### src/rtl/madd_err_accum.sv
`default_nettype none
// ============================================================================
//  Module   : madd_err_accum
//  Purpose  : Error-statistics stage for 4-bit approximate multiply-add
//             circuits. Each accepted beat carries one approximate result and
//             the exact result for the same input vector. Over a run the
//             block accumulates sample count, erroneous-sample count, sum of
//             absolute error and maximum absolute error. Final results are
//             presented behind a valid/ack handshake.
//  Ports    : clk, rst (async, active-high)
//             i_start                  clear stats and begin a run (IDLE/DONE)
//             i_in_valid/o_in_ready    beat handshake, i_in_last marks end
//             i_approx_val/i_exact_val unsigned OUT_W operands
//             o_res_valid/i_res_ack    result handshake
//             o_busy                   high while running or draining
//             o_sample_cnt, o_err_cnt, o_sum_abs_err, o_max_abs_err, o_sat
//  Revision : 1.0  initial release
// ============================================================================
module madd_err_accum #(
    parameter int OUT_W = 12,
    parameter int CNT_W = 20,
    parameter int SUM_W = 32
) (
    input  logic             clk,
    input  logic             rst,
    input  logic             i_start,
    input  logic             i_in_valid,
    output logic             o_in_ready,
    input  logic             i_in_last,
    input  logic [OUT_W-1:0] i_approx_val,
    input  logic [OUT_W-1:0] i_exact_val,
    output logic             o_res_valid,
    input  logic             i_res_ack,
    output logic             o_busy,
    output logic [CNT_W-1:0] o_sample_cnt,
    output logic [CNT_W-1:0] o_err_cnt,
    output logic [SUM_W-1:0] o_sum_abs_err,
    output logic [OUT_W-1:0] o_max_abs_err,
    output logic             o_sat
);

    // Accumulator for the sum is wide enough that one add of a full-scale
    // error can never wrap before the saturation check sees it.
    localparam int c_ACC_W = ((SUM_W > OUT_W) ? SUM_W : OUT_W) + 1;

    typedef enum logic [1:0] {
        S_IDLE  = 2'd0,
        S_RUN   = 2'd1,
        S_DRAIN = 2'd2,
        S_DONE  = 2'd3
    } state_t;

    state_t             r_state;

    // Stage 0: captured beat
    logic               r_v0;
    logic               r_last0;
    logic [OUT_W-1:0]   r_a0;
    logic [OUT_W-1:0]   r_e0;

    // Stage 1: absolute error
    logic               r_v1;
    logic               r_last1;
    logic [OUT_W-1:0]   r_d1;
    logic               r_ne1;

    // Statistics
    logic [CNT_W-1:0]   r_sample_cnt;
    logic [CNT_W-1:0]   r_err_cnt;
    logic [SUM_W-1:0]   r_sum_abs_err;
    logic [OUT_W-1:0]   r_max_abs_err;
    logic               r_sat;

    logic               w_accept;
    logic               w_clear;
    logic signed [OUT_W:0] w_diff;
    logic [OUT_W-1:0]   w_abs;
    logic [CNT_W:0]     w_samp_full;
    logic [CNT_W:0]     w_err_full;
    logic [c_ACC_W-1:0] w_sum_full;
    logic               w_samp_ovf;
    logic               w_err_ovf;
    logic               w_sum_ovf;
    logic [CNT_W-1:0]   w_samp_nxt;
    logic [CNT_W-1:0]   w_err_nxt;
    logic [SUM_W-1:0]   w_sum_nxt;

    assign w_accept = i_in_valid && (r_state == S_RUN);
    assign w_clear  = i_start && ((r_state == S_IDLE) || (r_state == S_DONE));

    // Signed difference in OUT_W+1 bits; the magnitude always fits OUT_W.
    assign w_diff = $signed({1'b0, r_a0}) - $signed({1'b0, r_e0});
    assign w_abs  = w_diff[OUT_W] ? OUT_W'(-w_diff) : OUT_W'(w_diff);

    // Saturating updates: an extra carry bit flags an add past all-ones.
    assign w_samp_full = {1'b0, r_sample_cnt} + {{CNT_W{1'b0}}, 1'b1};
    assign w_err_full  = {1'b0, r_err_cnt} + {{CNT_W{1'b0}}, r_ne1};
    assign w_sum_full  = c_ACC_W'(r_sum_abs_err) + c_ACC_W'(r_d1);

    assign w_samp_ovf = w_samp_full[CNT_W];
    assign w_err_ovf  = w_err_full[CNT_W];
    assign w_sum_ovf  = |(w_sum_full >> SUM_W);

    assign w_samp_nxt = w_samp_ovf ? {CNT_W{1'b1}} : w_samp_full[CNT_W-1:0];
    assign w_err_nxt  = w_err_ovf  ? {CNT_W{1'b1}} : w_err_full[CNT_W-1:0];
    assign w_sum_nxt  = w_sum_ovf  ? {SUM_W{1'b1}} : w_sum_full[SUM_W-1:0];

    // ------------------------------------------------------------------
    // Control FSM
    // ------------------------------------------------------------------
    always_ff @(posedge clk or posedge rst) begin
        if (rst) begin
            r_state <= S_IDLE;
        end else begin
            case (r_state)
                S_IDLE: begin
                    if (i_start) r_state <= S_RUN;
                end
                S_RUN: begin
                    if (w_accept && i_in_last) r_state <= S_DRAIN;
                end
                S_DRAIN: begin
                    // The last beat reaches the accumulators on this edge.
                    if (r_v1 && r_last1) r_state <= S_DONE;
                end
                S_DONE: begin
                    if (i_start)        r_state <= S_RUN;
                    else if (i_res_ack) r_state <= S_IDLE;
                end
                default: r_state <= S_IDLE;
            endcase
        end
    end

    // ------------------------------------------------------------------
    // Two-stage datapath pipeline
    // ------------------------------------------------------------------
    always_ff @(posedge clk or posedge rst) begin
        if (rst) begin
            r_v0    <= 1'b0;
            r_last0 <= 1'b0;
            r_a0    <= '0;
            r_e0    <= '0;
            r_v1    <= 1'b0;
            r_last1 <= 1'b0;
            r_d1    <= '0;
            r_ne1   <= 1'b0;
        end else begin
            r_v0    <= w_accept;
            r_last0 <= w_accept && i_in_last;
            if (w_accept) begin
                r_a0 <= i_approx_val;
                r_e0 <= i_exact_val;
            end
            r_v1    <= r_v0;
            r_last1 <= r_v0 && r_last0;
            if (r_v0) begin
                r_d1  <= w_abs;
                r_ne1 <= (w_abs != '0);
            end
        end
    end

    // ------------------------------------------------------------------
    // Accumulators. A clear cannot collide with a pipeline update because
    // start is only honoured once the pipeline has drained.
    // ------------------------------------------------------------------
    always_ff @(posedge clk or posedge rst) begin
        if (rst) begin
            r_sample_cnt  <= '0;
            r_err_cnt     <= '0;
            r_sum_abs_err <= '0;
            r_max_abs_err <= '0;
            r_sat         <= 1'b0;
        end else if (w_clear) begin
            r_sample_cnt  <= '0;
            r_err_cnt     <= '0;
            r_sum_abs_err <= '0;
            r_max_abs_err <= '0;
            r_sat         <= 1'b0;
        end else if (r_v1) begin
            r_sample_cnt  <= w_samp_nxt;
            r_err_cnt     <= w_err_nxt;
            r_sum_abs_err <= w_sum_nxt;
            if (r_d1 > r_max_abs_err) r_max_abs_err <= r_d1;
            if (w_samp_ovf || w_err_ovf || w_sum_ovf) r_sat <= 1'b1;
        end
    end

    assign o_in_ready    = (r_state == S_RUN);
    assign o_busy        = (r_state == S_RUN) || (r_state == S_DRAIN);
    assign o_res_valid   = (r_state == S_DONE);
    assign o_sample_cnt  = r_sample_cnt;
    assign o_err_cnt     = r_err_cnt;
    assign o_sum_abs_err = r_sum_abs_err;
    assign o_max_abs_err = r_max_abs_err;
    assign o_sat         = r_sat;

endmodule
`default_nettype wire

### config.mk
export PLATFORM = sky130hd
export DESIGN_NAME = madd_err_accum
export DESIGN_NICKNAME = d
export VERILOG_FILES = /design/src/rtl/madd_err_accum.sv
export SDC_FILE = /design/constraint.sdc
export NUM_CORES = 1
export LEC_CHECK = 0
export BUFFER_PORTS_ARGS = -buffer_cell sky130_fd_sc_hd__clkbuf_2
export CORE_MARGIN = 1.5
export CORE_UTILIZATION = 25
export DETAILED_ROUTE_END_ITERATION = 6
export SLEW_MARGIN = 10
export SYNTH_ARGS = -nofsm -noshare
export SYNTH_HDL_FRONTEND = slang
export SYNTH_SLANG_ARGS = --single-unit
### constraint.sdc
create_clock -name clk -period 8.3 [get_ports clk]
set_input_delay 0.415 -clock clk [delete_from_list [all_inputs] [get_ports clk]]
set_output_delay 0.415 -clock clk [all_outputs]
set_load 0.1 [all_outputs]
==> results of run 1 <==
layer usage:
| metal | GRT usage (%) | vias to the layer above |
|---|---|---|
| li1 | - | 3272 |
| met1 | 16.48 | 3114 |
| met2 | 19.99 | 166 |
| met3 | 3.623 | 18 |
| met4 | 3.889 | 0 |
| met5 | 0 | - |
cell families (layout without fill, tap and decap cells):
kind of cell	after synthesis	count (layout)
simple gates	268	268
compound gates	234	234
fa+ha+maj	48	48
mux	31	31
xor+xnor	28	28
flops	128	128
buf+inv	87	205
cell usage in the layout (no fill, tap or decap), types with 8 or more instances in the layout:
master / n
o31ai_1: 8
a21oi_1: 58
and4_1: 11
dfrtp_1: 127
nor3_1: 25
xnor2_1: 13
and2_1: 11
a31oi_1: 35
ha_1: 46
a311oi_1: 17
a211oi_1: 11
o21ai_0: 47
inv_1: 49
nand3_1: 34
mux2_2: 16
a21o_1: 12
mux2i_1: 14
and3_1: 23
nand2b_1: 8
clkbuf_2: 117
xor2_1: 14
nor2_1: 53
nand2_1: 58
clkbuf_16: 17
power groups by stage:
stage	clock network [mW]	registers (mW)	logic (mW)
2_1_floorplan	0	1.31	1.83
3_3_place_gp	0	0.936	2.66
3_5_place_dp	0	0.942	2.69
4_1_cts	0.844	0.932	2.70
5_1_grt	0.872	0.959	2.97
6_report	0.824	0.932	2.68
metrics by stage:
| step | std cells | hold slack [ns] | setup slack, ns |
|---|---|---|---|
| finish | 1338 | 0.08815 | 4.989 |
| global route | 1338 | 0.1416 | 4.667 |
| CTS | 1337 | 0.1015 | 4.979 |
| detailed placement | 1305 | 0.4531 | 4.980 |
| global placement | 1305 | 0.4382 | 5.053 |
| floorplan | 824 | 0.3519 | 4.472 |
cell type report:
| type | count | area share [%] |
|---|---|---|
| clock inverter | 14 | 2.293 |
| timing repair buffer | 122 | 6.650 |
| inverter | 51 | 2.078 |
| clock buffer | 18 | 4.598 |
| multi-input combinational | 609 | 44.74 |
| sequential | 128 | 34.33 |
| tap | 396 | 5.309 |
registers in the layout, indices dropped and copies added, names as in the netlist, 2 cells and up:
signal	flops
r_e0	12
o_err_cnt	20
r_state	2
r_a0	12
o_sum_abs_err	32
r_d1	12
o_sample_cnt	20
o_max_abs_err	12
worst min path at each step:
stage / end / slack [ns] / start / depth (start not counted)
floorplan: r_v1$_DFF_PP0_ / 0.35 / r_v0$_DFF_PP0_ / 0
finish: r_e0[9]$_DFFE_PP0P_ / 0.09 / rst / 2
global route: r_a0[10]$_DFFE_PP0P_ / 0.14 / rst / 2
detailed placement: r_last1$_DFF_PP0_ / 0.45 / r_last0$_DFF_PP0_ / 1
global placement: r_last1$_DFF_PP0_ / 0.44 / r_last0$_DFF_PP0_ / 1
CTS: r_e0[9]$_DFFE_PP0P_ / 0.10 / rst / 2
critical path, stage by stage (launching register included):
cell      delay [ns]
dfrtp_1         0.38
ha_1            0.21
fa_1            0.23
a21o_1          0.13
a21oi_1         0.10
o211ai_1        0.21
a31oi_1         0.19
o21ai_1         0.56
nand3_1         0.59
and4_1          0.41
a211oi_1        0.21
==> reports/summary.txt, run 1 <==
Outcome -> complete, no violations
Via/cell ratio -> 4.910
Layout area overhead -> 21.17%
Root Driver -> clkbuf_16
Crit path capture type -> flop
Async S/R FF share, synth -> 100.0%
Leak -> 4.256 nW
Post-DP HPWL -> 14.29 mm
Combinational power share -> 60.4%
Period minus WS final -> 3.311 ns
Largest cells by area after synthesis -> dfrtp_1 42%, ha_1 7.5%, a21oi_1 3.8%
Via count -> 6570
Flop-to-flop setup slack -> 4.99 ns
R2R Path Start -> r_d1[0]$_DFFE_PP0P_
Worst VDD drop -> 0.0002266 V
Initial Utilization -> 25.31%
Ys Warns -> 0
GRT Total Usage -> 12.60%
Vias in the first global route -> 6085
Internal Power -> 2.226 mW
Core Footprint -> 30430 um2
Met2 routed WL -> 8.998 mm
Fillers -> 3196
Max_cap viols -> 0
Mapped cell area -> 7702 um2
Final Cell Area -> 9333 um2
Number of synthesized flops with an enable pin -> 0
Placed cell area -> 8685 um2
Xor/xnor cell area share of the yosys netlist -> 3.428%
DR iter-0 viols -> 457
DR WL/cell -> 14.75 um
RePlAce Congestion -> 0.8034
WP data arrival -> 3.64 ns
TNS Setup -> 0 ns
M1 WL -> 9.244 mm
Critical path startpoint category -> flop
Worst min path class -> input pin to asynchronous set/reset pin
Simple-gate portion of the synthesized area -> 18.34%
Register area -> 3204 um2
Max Slew Vio Count -> 0
Mapped Avg Cell Area -> 9.348 um2
Multiplexer area fraction after synthesis -> 4.305%
Die Span Y -> 178.5 um
Fin crit share -> 39.89%
Initial antenna violation count -> 0
Switch Pwr -> 2.212 mW
Setup repair after global routing missed its margin -> false
Top-area cell type share of the netlist area -> 41.59%
Nets -> 1007
Tot Pwr -> 4.439 mW
Layout cells sized above 1 -> 19.85%
Largest family of logic cells by synthesized area -> compound AO/OA/AOI/OAI gates
GRT Residual Overflow -> 0
Fmax achieved -> 0.3020 GHz
Final Skew -> 0.01298 ns
Synth Area in Adders -> 7.992%
Area of the multi-input gates -> 4175 um2
IO Count -> 118
Worst EP required -> 8.62 ns
Power share of the clock group -> 18.6%
Clock Sinks -> 128
Die Area -> 31870 um2
Sequential area share after synthesis -> 41.59%
R2r endpoint -> o_sum_abs_err[16]$_DFFE_PP0P_
Pin count of the biggest net entering global routing -> 78
Top cells by count, synth -> 128 x dfrtp_1, 58 x a21oi_1, 58 x nand2_1, 53 x nor2_1, 50 x inv_1
Clock Pin Slew Worst Setup and Hold Paths -> 0.06 ns
Cts repair resizes -> 0
Clock buffer count from CTS -> 17
Met3 WL -> 1.195 mm
CP endpoint -> o_sum_abs_err[16]$_DFFE_PP0P_
Synth Register Bits -> 128
Netlist cell types -> 75
Global-route wire length before repair -> 31.74 mm
Drt first pass iters -> 5
DRC errors left -> 0
Die width -> 178.5 um
Total Wirelength -> 19.74 mm
Clock Latency Late Sink -> 0.42 ns
Top Layer Used -> met4
Worst slew pin tran -> 1.030 ns
Area leader, netlist -> dfrtp_1
Main flop type after synthesis -> dfrtp_1
H-tree depth -> 4
Final setup viols -> 0
CTS tree -> yes
Synthesized Nets -> 902
Synth Area in Compound Gates -> 20.05%
Hold buffers post-CTS -> 0
Most frequent cell after synthesis -> dfrtp_1
Num rows -> 64
Mapped Cells -> 824
PD cells -> 475.6 nW/um2
Crit path kind -> flop to flop
Crit. Startpoint -> r_d1[0]$_DFFE_PP0P_
Crit path max fanout -> 15
Sequential Power Share -> 21.0%
Worst R2R Path Depth -> 10
PortBufs -> 117
Finished Core Util -> 30.67%
Net Sw Frac -> 49.85%
Number of diodes -> 0
Rel. slew slack -> 31.34%
Final ANT Viol Nets -> 0
Final hold vios -> 0
Clk buf depth -> 2
Setup Fix Bufs, Post-CTS -> 0
Power figures use the tool's default switching activity.
==> inputs of run 2 (changes only) <==
- clock period: 8.3 -> 2.7 ns (I/O delays scaled with it)
==> reports/summary.txt, run 2 (same netlist as run 1, synthesis figures left out) <==
Vias in the first global route -> 7051 (was 6085)
Min Hold Slack -> 0.07769 ns (was 0.08815 ns)
CP dominant cell by count -> inv_2
Pin count of the biggest net entering global routing -> 67 (was 78)
Worst min path class -> input pin to flop (was input pin to asynchronous set/reset pin)
Final ANT Viol Nets -> 0 (unchanged)
H-tree depth -> 4 (unchanged)
Core Footprint -> 30430 um2 (unchanged)
Fmax achieved -> 0.3561 GHz (was 0.3020 GHz)
Crit path max fanout -> 7 (was 15)
CP bufs+invs -> 3 (was 0)
Crit path kind -> flop to flop (unchanged)
DRC errors left -> 0 (unchanged)
GRT Residual Overflow -> 0 (unchanged)
Final worst setup slack -> -0.1085 ns (was 4.989 ns)
Outcome -> complete, but fails checks (was complete, no violations)
WP data arrival -> 3.09 ns (was 3.64 ns)
Final Skew -> 0.009385 ns (was 0.01298 ns)
CTS tree -> yes (unchanged)
Critical path startpoint category -> flop (unchanged)
Initial antenna violation count -> 0 (unchanged)
Period minus WS final -> 2.809 ns (was 3.311 ns)
DR iter-0 viols -> 436 (was 457)
CP Cell Sequence -> inv_2, ha_4, inv_2, fa_2, a211oi_4, buf_6, or4b_1, o311ai_2, a21oi_4, and4_1, o211ai_1, a211oi_1, a41oi_1 (was ha_1, fa_1, a21o_1, a21oi_1, o211ai_1, a31oi_1, o21ai_1, nand3_1, and4_1, a211oi_1)
Clk buf depth -> 2 (unchanged)
Worst slew pin tran -> 0.6772 ns (was 1.030 ns)
Via count -> 7058 (was 6570)
Clock Latency Late Sink -> 0.43 ns (was 0.42 ns)
Setup repair after global routing missed its margin -> true (was false)
Commonest non-fill, non-tap cell in the layout -> clkbuf_2 (was dfrtp_1)
Fillers -> 3065 (was 3196)
Die Area -> 31870 um2 (unchanged)
Layout area overhead -> 36.31% (was 21.17%)
Via/cell ratio -> 4.918 (was 4.910)
Initial Utilization -> 25.31% (unchanged)
Fin crit share -> 104.0% (was 39.89%)
Slowest CP cell -> dfrtp_1 (was nand3_1)
Rel. slew slack -> 54.76% (was 31.34%)
Max_cap viols -> 0 (unchanged)
Clock buffer count from CTS -> 17 (unchanged)
Root Driver -> clkbuf_16 (unchanged)
Worst EP required -> 2.98 ns (was 8.62 ns)
CP max stage delay -> 0.37 ns (was 0.59 ns)
GRT Total Usage -> 13.93% (was 12.60%)
PortBufs -> 117 (unchanged)
Nets -> 1104 (was 1007)
Crit path capture type -> flop (unchanged)
Die Span Y -> 178.5 um (unchanged)
Drt first pass iters -> 5 (unchanged)
Global-route wire length before repair -> 35.12 mm (was 31.74 mm)
Number of diodes -> 0 (unchanged)
Max reg flops -> 32 (unchanged)
Total Wirelength -> 21.72 mm (was 19.74 mm)
Commonest cells after routing, fill and taps aside -> 117 x clkbuf_2, 104 x dfrtp_1, 70 x buf_4, 54 x nand2_1 (was 127 x dfrtp_1, 117 x clkbuf_2, 58 x nand2_1, 58 x a21oi_1, 53 x nor2_1)
Max Slew Vio Count -> 0 (unchanged)
Clock Pin Slew Worst Setup and Hold Paths -> 0.06 ns (about the same)
RePlAce Congestion -> 0.8069 (was 0.8034)
Cell family with most CP delay -> compound AO/OA/AOI/OAI gates (unchanged)
Failing checks -> setup timing
Die width -> 178.5 um (unchanged)
Final setup viols -> 4 (was 0)
IO Count -> 118 (unchanged)
DR WL/cell -> 15.13 um (was 14.75 um)
Clock Sinks -> 128 (unchanged)
Layout cells sized above 1 -> 31.57% (was 19.85%)
Final hold vios -> 0 (unchanged)
Num rows -> 64 (unchanged)
Post-DP HPWL -> 15.25 mm (was 14.29 mm)
-- run 2: layout make-up --
class | instances | area [um2] | area share (%)
Inverter | 51 | 195.2 | 1.859
Tap cell | 396 | 495.5 | 4.719
Sequential cell | 128 | 3233 | 30.79
Clock inverter | 10 | 160.2 | 1.525
Clock buffer | 22 | 464.2 | 4.421
Timing Repair Buffer | 219 | 1475 | 14.05
Multi-Input combinational cell | 609 | 4476 | 42.63
-- run 2: worst register-to-register path: stages (launching register included) --
cell and delay (ns):
dfrtp_1 0.37, inv_2 0.08, ha_4 0.13, inv_2 0.03, fa_2 0.36, a211oi_4 0.25
buf_6 0.15, or4b_1 0.12, o311ai_2 0.14, a21oi_4 0.28, and4_1 0.24, o211ai_1 0.13
a211oi_1 0.25, a41oi_1 0.13
-- run 2: worst paths after layout --
check | cells after the start | startpoint | slack (ns) | end
min | 2 | i_in_valid | 0.08 | r_last0$_DFF_PP0_
max reg2reg | 13 | r_a0[0]$_DFFE_PP0P_ | -0.11 | r_ne1$_DFFE_PP0P_
max | 13 | r_a0[0]$_DFFE_PP0P_ | -0.11 | r_ne1$_DFFE_PP0P_
min reg2reg | 1 | r_last0$_DFF_PP0_ | 0.46 | r_last1$_DFF_PP0_
min in group asynchronous | 3 | rst | 0.34 | r_v0$_DFF_PP0_
max in group asynchronous | 4 | rst | 1.60 | o_sample_cnt[6]$_DFFE_PP0P_
-- run 2: what timing repair did --
item	in CTS	in global routing
hold endpoints to repair	49	0
resized for setup	20	24
hold buffers	25	0
pin swaps	14	9
buffers inserted	8	7
endpoints found under the setup margin	8	19
-- run 2: stage by stage --
step	std cells	setup TNS (ns)	worst slack (ns)	util [%]	instance area, um2
2_1_floorplan	824	-0.1527	-0.07172	-	7844
3_3_place_gp	1364	-0.5524	-0.1636	30.58	9306
3_5_place_dp	1364	-0.9356	-0.2524	30.58	9306
4_1_cts	1429	-0.09605	-0.06935	33.96	10330
5_1_grt	1435	-1.107	-0.2864	34.50	10500
6_report	1435	-0.1930	-0.1085	34.50	10500
-- run 2: metal layers --
metal,GRT usage [%],part of all wire (%)
met1,17.30,45
met2,23.89,49
met3,3.090,5.0
met4,4.340,1.4
met5,0,0
Power of run 2 is not shown: default switching activity piles up to over one toggle a cycle in this logic, so the estimate is an artifact.
==> inputs of run 3 (changes only) <==
- CTS_BUF_LIST: not set -> sky130_fd_sc_hd__clkbuf_8
==> reports/summary.txt, run 3 (same netlist as run 1, synthesis figures left out) <==
Outcome -> complete, but fails checks (unchanged)
Failing checks -> setup timing (unchanged)
Die width -> 178.5 um (unchanged)
CP dominant cell by count -> inv_2 (unchanged)
DP Cell Count -> 1364 (unchanged)
CP max stage delay -> 0.38 ns (was 0.37 ns)
Fillers -> 3106 (was 3065)
Vias in the first global route -> 6989 (was 7051)
H-tree depth -> 4 (unchanged)
CTS tree -> yes (unchanged)
Post-DP HPWL -> 15.25 mm (unchanged)
Worst EP required -> 3.01 ns (was 2.98 ns)
CP Cell Sequence -> inv_2, ha_4, inv_2, fa_2, a211oi_4, buf_6, or4b_1, o311ai_2, a21oi_4, and4_1, o211ai_1, a211oi_1, a41oi_1 (unchanged)
Final ANT Viol Nets -> 0 (unchanged)
Layout Cells excl Fill -> 1433 (was 1435)
RePlAce Congestion -> 0.8069 (unchanged)
Clock Latency Late Sink -> 0.46 ns (was 0.43 ns)
DR iter-0 viols -> 439 (was 436)
Max Slew Vio Count -> 0 (unchanged)
Commonest non-fill, non-tap cell in the layout -> clkbuf_2 (unchanged)
Pin count of the biggest net entering global routing -> 67 (unchanged)
Via count -> 7054 (was 7058)
DR WL/cell -> 15.03 um (was 15.13 um)
Nets -> 1102 (was 1104)
Register area -> 3233 um2 (unchanged)
Clock buffer count from CTS -> 17 (unchanged)
Clock Pin Slew Worst Setup and Hold Paths -> 0.08 ns (was 0.06 ns)
TNS Setup -> -0.1706 ns (was -0.1930 ns)
Initial antenna violation count -> 0 (unchanged)
Clk buf depth -> 2 (unchanged)
Drt first pass iters -> 5 (unchanged)
IO Count -> 118 (unchanged)
Final hold vios -> 0 (unchanged)
Layout area overhead -> 33.43% (was 36.31%)
Total Wirelength -> 21.54 mm (was 21.72 mm)
Global-route wire length before repair -> 34.90 mm (was 35.12 mm)
Crit path kind -> flop to flop (unchanged)
CP endpoint -> r_ne1$_DFFE_PP0P_ (unchanged)
Core Footprint -> 30430 um2 (unchanged)
DRC errors left -> 0 (unchanged)
GRT Total Usage -> 13.83% (was 13.93%)
Number of diodes -> 0 (unchanged)
Root Driver -> clkbuf_8 (was clkbuf_16)
Flop-to-flop setup slack -> -0.12 ns (was -0.11 ns)
Area of the multi-input gates -> 4461 um2 (was 4476 um2)
Crit. Startpoint -> r_a0[0]$_DFFE_PP0P_ (unchanged)
Max reg flops -> 32 (unchanged)
Rel. slew slack -> 55.01% (was 54.76%)
Num rows -> 64 (unchanged)
Clock Sinks -> 128 (unchanged)
Final setup viols -> 2 (was 4)
Period minus WS final -> 2.824 ns (was 2.809 ns)
Worst min path class -> input pin to flop (unchanged)
GRT Residual Overflow -> 0 (unchanged)
Final Skew -> 0.01805 ns (was 0.009385 ns)
Crit path capture type -> flop (unchanged)
DP Worst Slack -> -0.2524 ns (unchanged)
Setup repair after global routing missed its margin -> true (unchanged)
Final worst setup slack -> -0.1236 ns (was -0.1085 ns)
R2R Path Start -> r_a0[0]$_DFFE_PP0P_ (unchanged)
Worst slew pin tran -> 0.6734 ns (was 0.6772 ns)
Layout cells sized above 1 -> 31.44% (was 31.57%)
Fmax achieved -> 0.3542 GHz (was 0.3561 GHz)
Die Span Y -> 178.5 um (unchanged)
Initial Utilization -> 25.31% (unchanged)
Fin crit share -> 104.6% (was 104.0%)
PortBufs -> 117 (unchanged)
Die Area -> 31870 um2 (unchanged)
Critical path startpoint category -> flop (unchanged)
Crit path max fanout -> 7 (unchanged)
Commonest cells after routing, fill and taps aside -> 117 x clkbuf_2, 104 x dfrtp_1, 68 x buf_4, 54 x nand2_1, 52 x nor2_1 (was 117 x clkbuf_2, 104 x dfrtp_1, 70 x buf_4, 54 x nand2_1)
Max_cap viols -> 0 (unchanged)
WP data arrival -> 3.13 ns (was 3.09 ns)
Worst R2R Path Depth -> 13 (unchanged)
Via/cell ratio -> 4.923 (was 4.918)
Slowest CP cell -> dfrtp_1 (unchanged)
R2r endpoint -> r_ne1$_DFFE_PP0P_ (unchanged)
## run 3: cell types whose count changed in the layout (fill, tap and decap cells not counted), moves of 2 or more
| cell | previous run | this run |
|---|---|---|
| a21oi_1 | 51 | 49 |
| a21oi_2 | 7 | 9 |
| buf_4 | 70 | 68 |
| clkbuf_1 | 3 | 0 |
| clkbuf_16 | 17 | 0 |
| clkbuf_8 | 2 | 19 |
| inv_1 | 45 | 48 |
## run 3: worst min-delay path by stage
stage | endpoint | from | depth (start not counted) | slack, ns
2_1_floorplan | r_a0[0]$_DFFE_PP0P_ | i_approx_val[0] | 2 | 0.25
3_3_place_gp | r_v0$_DFF_PP0_ | rst | 2 | 0.26
3_5_place_dp | r_v0$_DFF_PP0_ | rst | 2 | 0.26
4_1_cts | r_last0$_DFF_PP0_ | i_in_valid | 2 | 0.008
5_1_grt | r_last0$_DFF_PP0_ | i_in_valid | 2 | 0.02
6_report | r_state[0]$_DFFE_PP0P_ | i_start | 3 | 0.06
## run 3: layout make-up
cell class	instances	area share (%)
Tap cell	396	4.821
Inverter	51	1.899
Clock inverter	13	1.668
Sequential cell	128	31.46
Multi-Input combinational cell	609	43.40
Clock buffer	19	2.544
Timing Repair Buffer	217	14.21
## run 3: critical path: cells and delay by family (launching register included)
family / cells / cell delay (ns)
AND/OR/NAND/NOR: 2 / 0.36
AO/OA/AOI/OAI: 6 / 1.19
adder cells (fa/ha/maj): 2 / 0.49
buffers and inverters: 3 / 0.25
flip-flops: 1 / 0.38
## run 3: repair_timing
item	in CTS	in global routing
hold buffers	25	0
endpoints found under the hold margin	49	0
setup buffers	8	5
resized for setup	20	24
pin swaps	16	6
endpoints found under the setup margin	8	21
## run 3: through the flow
step	hold WS [ns]	area, um2	utilization (%)
2_1_floorplan	0.2518	7844	-
3_5_place_dp	0.2589	9306	30.58
6_report	0.05982	10280	33.77
5_1_grt	0.01527	10280	33.77
3_3_place_gp	0.2580	9306	30.58
4_1_cts	0.008030	10140	33.33
## run 3: metal layers
metal | track usage (%) | share of wire, % | routed length, um
met1 | 17.44 | 45 | 9769
met2 | 23.40 | 48 | 10370
met3 | 3.282 | 4.9 | 1061
met4 | 3.924 | 1.6 | 342
met5 | 0 | 0 | 0
Power of run 3 is left out for the same reason.
